--- config.mk ---
export PLATFORM = sky130hd
export DESIGN_NAME = pipeline_ctrl
export DESIGN_NICKNAME = d
export VERILOG_FILES = /design/src/rtl/pipeline_ctrl.sv
export SDC_FILE = /design/constraint.sdc
export NUM_CORES = 1
export LEC_CHECK = 0
export ABC_AREA = 1
export ABC_CLOCK_PERIOD_IN_PS = 1320
export BUFFER_PORTS_ARGS = -buffer_cell sky130_fd_sc_hd__buf_2
export CAP_MARGIN = 15
export CORE_UTILIZATION = 44
export CTS_CLUSTER_SIZE = 16
export DETAILED_ROUTE_END_ITERATION = 8
export PLACE_DENSITY = 0.86
export SLEW_MARGIN = 15
export SYNTH_ARGS = -nofsm -noshare
export SYNTH_HDL_FRONTEND = slang
export SYNTH_SLANG_ARGS = --single-unit
export TNS_END_PERCENT = 1
--- constraint.sdc ---
create_clock -name clk -period 1.32 [get_ports clk]
set_input_delay 0.132 -clock clk [delete_from_list [all_inputs] [get_ports clk]]
set_output_delay 0.132 -clock clk [all_outputs]
set_load 0.05 [all_outputs]
--- src/rtl/pipeline_ctrl.sv ---
// pipeline_ctrl: stall/flush generator for the 5-stage pipeline.
// Drives the PC enable plus per-stage register enables and active-low
// sync clears. Handles load-use hazards, taken branches, multicycle
// mul/div occupancy of EX and data-memory wait states.
// Optional performance counters are built when PIPE_CTRL_PERF_EN is defined.
//
// Handshake: this block has no valid/ready pair. A stage register loads
// when its *_en is high. Its *_flush_n clears it on the next edge
// regardless of *_en. mem_req/mem_ready complete a data access in the
// cycle where both are high.
module pipeline_ctrl #(
   parameter int REG_ADDR_W = 5,
   parameter int MULDIV_LAT = 32,
   parameter int CNT_W      = $clog2(MULDIV_LAT)
) (
   input  logic                  clk,
   input  logic                  srst,
   input  logic [REG_ADDR_W-1:0] id_rs1,
   input  logic [REG_ADDR_W-1:0] id_rs2,
   input  logic                  id_uses_rs1,
   input  logic                  id_uses_rs2,
   input  logic [REG_ADDR_W-1:0] ex_rd,
   input  logic                  ex_mem_read,
   input  logic                  ex_branch_taken,
   input  logic                  ex_muldiv_start,
   input  logic                  mem_req,
   input  logic                  mem_ready,
   output logic                  pc_en,
   output logic                  ifid_en,
   output logic                  idex_en,
   output logic                  exmem_en,
   output logic                  memwb_en,
   output logic                  ifid_flush_n,
   output logic                  idex_flush_n,
   output logic                  exmem_flush_n,
   output logic                  memwb_flush_n,
   output logic                  muldiv_busy
`ifdef PIPE_CTRL_PERF_EN
   ,
   output logic [31:0]           perf_stall_cycles,
   output logic [31:0]           perf_flush_events
`endif
);

   typedef enum logic {RUN = 1'b0, MULDIV = 1'b1} state_t;

   state_t             state, state_nxt;
   logic [CNT_W-1:0]   cnt, cnt_nxt;
   logic               mem_wait;
   logic               muldiv_stall;
   logic               load_use;
   logic               flush_evt;

   // Hazard detection terms; register x0 never creates a dependency.
   assign mem_wait     = mem_req && !mem_ready;
   assign muldiv_stall = ((state == RUN) && ex_muldiv_start) ||
                         ((state == MULDIV) && (cnt != CNT_W'(1)));
   assign load_use     = ex_mem_read && (ex_rd != '0) &&
                         ((id_uses_rs1 && (id_rs1 == ex_rd)) ||
                          (id_uses_rs2 && (id_rs2 == ex_rd)));

   // State and mul/div counter register.
   always_ff @(posedge clk) begin
      if (srst) begin
         state <= RUN;
         cnt   <= '0;
      end else begin
         state <= state_nxt;
         cnt   <= cnt_nxt;
      end
   end

   // Next state and Mealy outputs, priority memwait > muldiv > branch > load-use.
   always_comb begin
      state_nxt     = state;
      cnt_nxt       = cnt;
      pc_en         = 1'b1;
      ifid_en       = 1'b1;
      idex_en       = 1'b1;
      exmem_en      = 1'b1;
      memwb_en      = 1'b1;
      ifid_flush_n  = 1'b1;
      idex_flush_n  = 1'b1;
      exmem_flush_n = 1'b1;
      memwb_flush_n = 1'b1;
      muldiv_busy   = (state == MULDIV) && !srst;
      flush_evt     = 1'b0;
      if (srst) begin
         // Clear every stage. Hold the PC this cycle.
         pc_en         = 1'b0;
         ifid_flush_n  = 1'b0;
         idex_flush_n  = 1'b0;
         exmem_flush_n = 1'b0;
         memwb_flush_n = 1'b0;
         state_nxt     = RUN;
         cnt_nxt       = '0;
      end else if (mem_wait) begin
         // Freeze the whole pipe without inserting bubbles.
         pc_en    = 1'b0;
         ifid_en  = 1'b0;
         idex_en  = 1'b0;
         exmem_en = 1'b0;
         memwb_en = 1'b0;
      end else if (muldiv_stall) begin
         // Hold the front of the pipe. Send bubbles into MEM while EX is busy.
         pc_en         = 1'b0;
         ifid_en       = 1'b0;
         idex_en       = 1'b0;
         exmem_flush_n = 1'b0;
         if (state == RUN) begin
            state_nxt = MULDIV;
            cnt_nxt   = CNT_W'(MULDIV_LAT - 1);
         end else begin
            cnt_nxt = cnt - CNT_W'(1);
         end
      end else if (state == MULDIV) begin
         // Release cycle: the mul/div result advances into EX/MEM.
         state_nxt = RUN;
         cnt_nxt   = '0;
      end else if (ex_branch_taken) begin
         // Squash the two wrong-path instructions in IF/ID and ID/EX.
         ifid_flush_n = 1'b0;
         idex_flush_n = 1'b0;
         flush_evt    = 1'b1;
      end else if (load_use) begin
         // Hold IF/ID and the PC. Insert one bubble into ID/EX.
         pc_en        = 1'b0;
         ifid_en      = 1'b0;
         idex_flush_n = 1'b0;
      end
   end

`ifdef PIPE_CTRL_PERF_EN
   // Stall-cycle and branch-flush counters, free-running with wrap.
   always_ff @(posedge clk) begin
      if (srst) begin
         perf_stall_cycles <= '0;
         perf_flush_events <= '0;
      end else begin
         if (!pc_en) perf_stall_cycles <= perf_stall_cycles + 32'd1;
         if (flush_evt) perf_flush_events <= perf_flush_events + 32'd1;
      end
   end
`else
   logic unused_flush_evt;
   assign unused_flush_evt = flush_evt;
`endif

endmodule

==> flow_summary.yaml <==
outcome:
  status: "finished with violations"
  violations: "negative setup slack"
cells_and_area:
  multi_input_area_um2: 514
  drive_above_1_share_pct: 42.9
  regArea_um2: 126
  final_core_util_pct: 79.6
  nNetsFinal: 196
  fill_cells: 83
  antenna_cells: 0
  design_area_um2: 1090
  synthToLayoutAreaGrowth_pct: 59.2
cts:
  cts_tree: "done"
  cts_made_buffers: 3
  clockBufferDepth: 2
  clkSlewWorstSetupHoldPaths_ns: 0.06
  clkSinkCount: 6
  holdBufCountCts: 0
  cts_root_buf: "clkbuf_4"
  htreeDepth: 1
  worstSkewPairLatency_ns: 0.27
sta:
  clock.fmax_mhz: 607
  fin_crit_sh_pct: 125
  worstMarginPinSlew_ns: 0.269
  hold_viol: 0
  min_period_ns: 1.65
  setup_tns_ns: -1.59
  slew_headroom_pct: 82.0
  fin_ws_ns: -0.326
  rsz0062_at_grt: "true"
  setup_viol: 8
  worst_clock_skew_ns: 0.0117
  finalMaxSlewViolations: 0
setup_path:
  worstPathRequired_ns: 1.19
  cpPeakStageDelay_ns: 0.35
  crit_family: "simple AND/OR/NAND/NOR gates"
  arrival_ns: 1.51
  critPathSlowestCell: "dfxtp_1"
  crit_type: "reg2out"
  critical_path.cell_chain: "nor2_4 -> nand4_4 -> a21oi_2 -> nand2_2 -> nor2_2 -> buf_6"
  r2r_start: "cnt[0]$_SDFFE_PP0P_"
  path_max_fanout: 2
  path_buf_inv: 1
  start_kind: "flip-flop"
  endpoint_kind: "output pin"
  crit_path_start: "cnt[3]$_SDFFE_PP0P_"
global_route:
  antenna_found_initial: 0
  grt_start_max_net_pins: 10
  track_usage_pct: 26.9
  met1_usage_pct: 28.7
  met2_usage_pct: 47.5
  grtUsageMet3_pct: 4.35
  busiest_layer: "met2"
  grt-ovfl-total: 0
  grt_pass1_vias: 919
  grt_pass1_wl_mm: 3.62
routing:
  via_per_inst: 5.10
  num_vias: 934
  dr.pass1.iters: 4
  routed_wl_mm: 2.41
  route.detailed.drc: 0
  wl_per_cell_um: 13.2
  drt_iter0_drc: 21
  final_antenna_net_count: 0
floorplan:
  dieArea_um2: 1710
  dieWidth_um: 41.4
  fp-row-count: 13
  coreArea_um2: 1370
  start_util_pct: 50.0
  ioPinCount: 34
  die_h_um: 41.4
power:
  p_leak_nw: 0.609
  power.density_nw_per_um2: 820
  max-vdd-ir-drop_v: 0.000712
placed_design:
  place_ws_ns: -0.110
  placed_cell_area_um2: 930
  dp_hpwl_mm: 1.42
  portBuffers: 33
  place_congestion: 0.871
run:
  cap_violations: 0
synthesis:
  synth_nets: 150
  syn_area_per_cell_um2: 5.51
  syn_area_um2: 683
  yosysWarnings: 0
  ys_seq_area_share_pct: 17.6
  synthDistinctLibCells: 20
  postSynthCellCount: 124
  ys_seq_elements: 6
hold_path:
  min_from: "mem_ready"
  min_path_type: "in2reg"
## layout make-up
class | count | area share [%]
repair buffers | 43 | 27.0
multi-input cells | 90 | 47.3
clock buffers | 3 | 2.07
flip-flops and latches | 6 | 11.6
inverters | 26 | 10.2
well taps | 15 | 1.73
## what timing repair did
action / in CTS / in global routing
endpoints found under the setup margin: 7 / 9
pin swaps: 9 / 5
buffers inserted: 2 / 2
gates resized for setup: 22 / 5
## placed cells by master (no fill, tap or decap)
| cell | count |
|---|---|
| nand4_1 | 1 |
| nor2_2 | 1 |
| buf_2 | 27 |
| a21oi_1 | 7 |
| a21oi_2 | 2 |
| nor2_1 | 12 |
| inv_4 | 1 |
| nor2_4 | 4 |
| buf_6 | 3 |
| buf_12 | 1 |
| nand4_4 | 1 |
| nand2_1 | 42 |
| dfxtp_2 | 2 |
| dfxtp_1 | 3 |
| buf_8 | 2 |
| nor2_8 | 2 |
| ha_4 | 1 |
| or2_4 | 1 |
| o21ai_0 | 3 |
| inv_2 | 1 |
| nand2_2 | 4 |
| inv_1 | 21 |
| dfxtp_4 | 1 |
| clkinvlp_4 | 3 |
| ha_1 | 1 |
| buf_4 | 10 |
| o31ai_2 | 1 |
| o21ai_1 | 1 |
| nand3_1 | 5 |
| nand2_4 | 1 |
| clkbuf_4 | 3 |
## cells in the mapped netlist (all sizes together)
cell   count  area [um2]
nand3      5        25.0
ha         2        25.0
inv       26         100
o21ai      4        20.0
buf        2        12.5
nor2      19         109
or2        1        8.76
nand2     47         184
nand4      2        18.8
a21oi      9        52.6
o31ai      1        7.51
dfxtp      6         120
## state kept, by name (all words and copies together) (netlist names)
signal / count
cnt: 5
state: 1
## worst register-to-register path, stage by stage, from the launching register on
cell and delay (ns):
dfxtp_2 0.36, buf_4 0.12, inv_1 0.07, ha_1 0.22, nand2_1 0.10, inv_1 0.07
o31ai_2 0.23, a21oi_1 0.11
## logic make-up (layout without fill, tap and decap cells)
kind of cell             Yosys count  count (layout)  synth area share, %
AO/OA/AOI/OAI                     14              14                 11.7
flip-flops                         6               6                 17.6
AND/OR/NAND/NOR                   74              74                 50.5
buffers and inverters             28              72                 16.5
adder cells (fa/ha/maj)            2               2                 3.66
## stage by stage
step                      hold WS, ns  std cells  power (mW)
final                           0.275        183       0.892
after global routing            0.299        183       0.931
after CTS                       0.261        181       0.834
after detailed placement        0.466        176       0.601
after global placement          0.454        176       0.587
after floorplan                 0.317        124       0.483
## worst paths after layout
kind              cells past startpoint  slack (ns)                  end
setup / recovery                      6       -0.33                pc_en
setup reg to reg                      7       -0.07  cnt[2]$_SDFFE_PP0P_
hold reg to reg                       2        0.51  cnt[1]$_SDFFE_PP0P_
hold / removal                        3        0.27   state$_SDFFE_PP0N_
## layer usage
layer / wire, um / up-vias
li1: - / 461
met1: 928 / 426
met2: 1330 / 44
met3: 130 / 3
met4: 25 / 0
met5: 0 / -
## where the power goes
group          switching, mW  total [mW]  leakage [nW]  internal [mW]
Sequential            0.0241       0.228        0.0511          0.204
Clock                 0.0905       0.195        0.0138          0.104
Combinational          0.283       0.469         0.544          0.186
No activity file was read; power rests on OpenSTA's default activity.
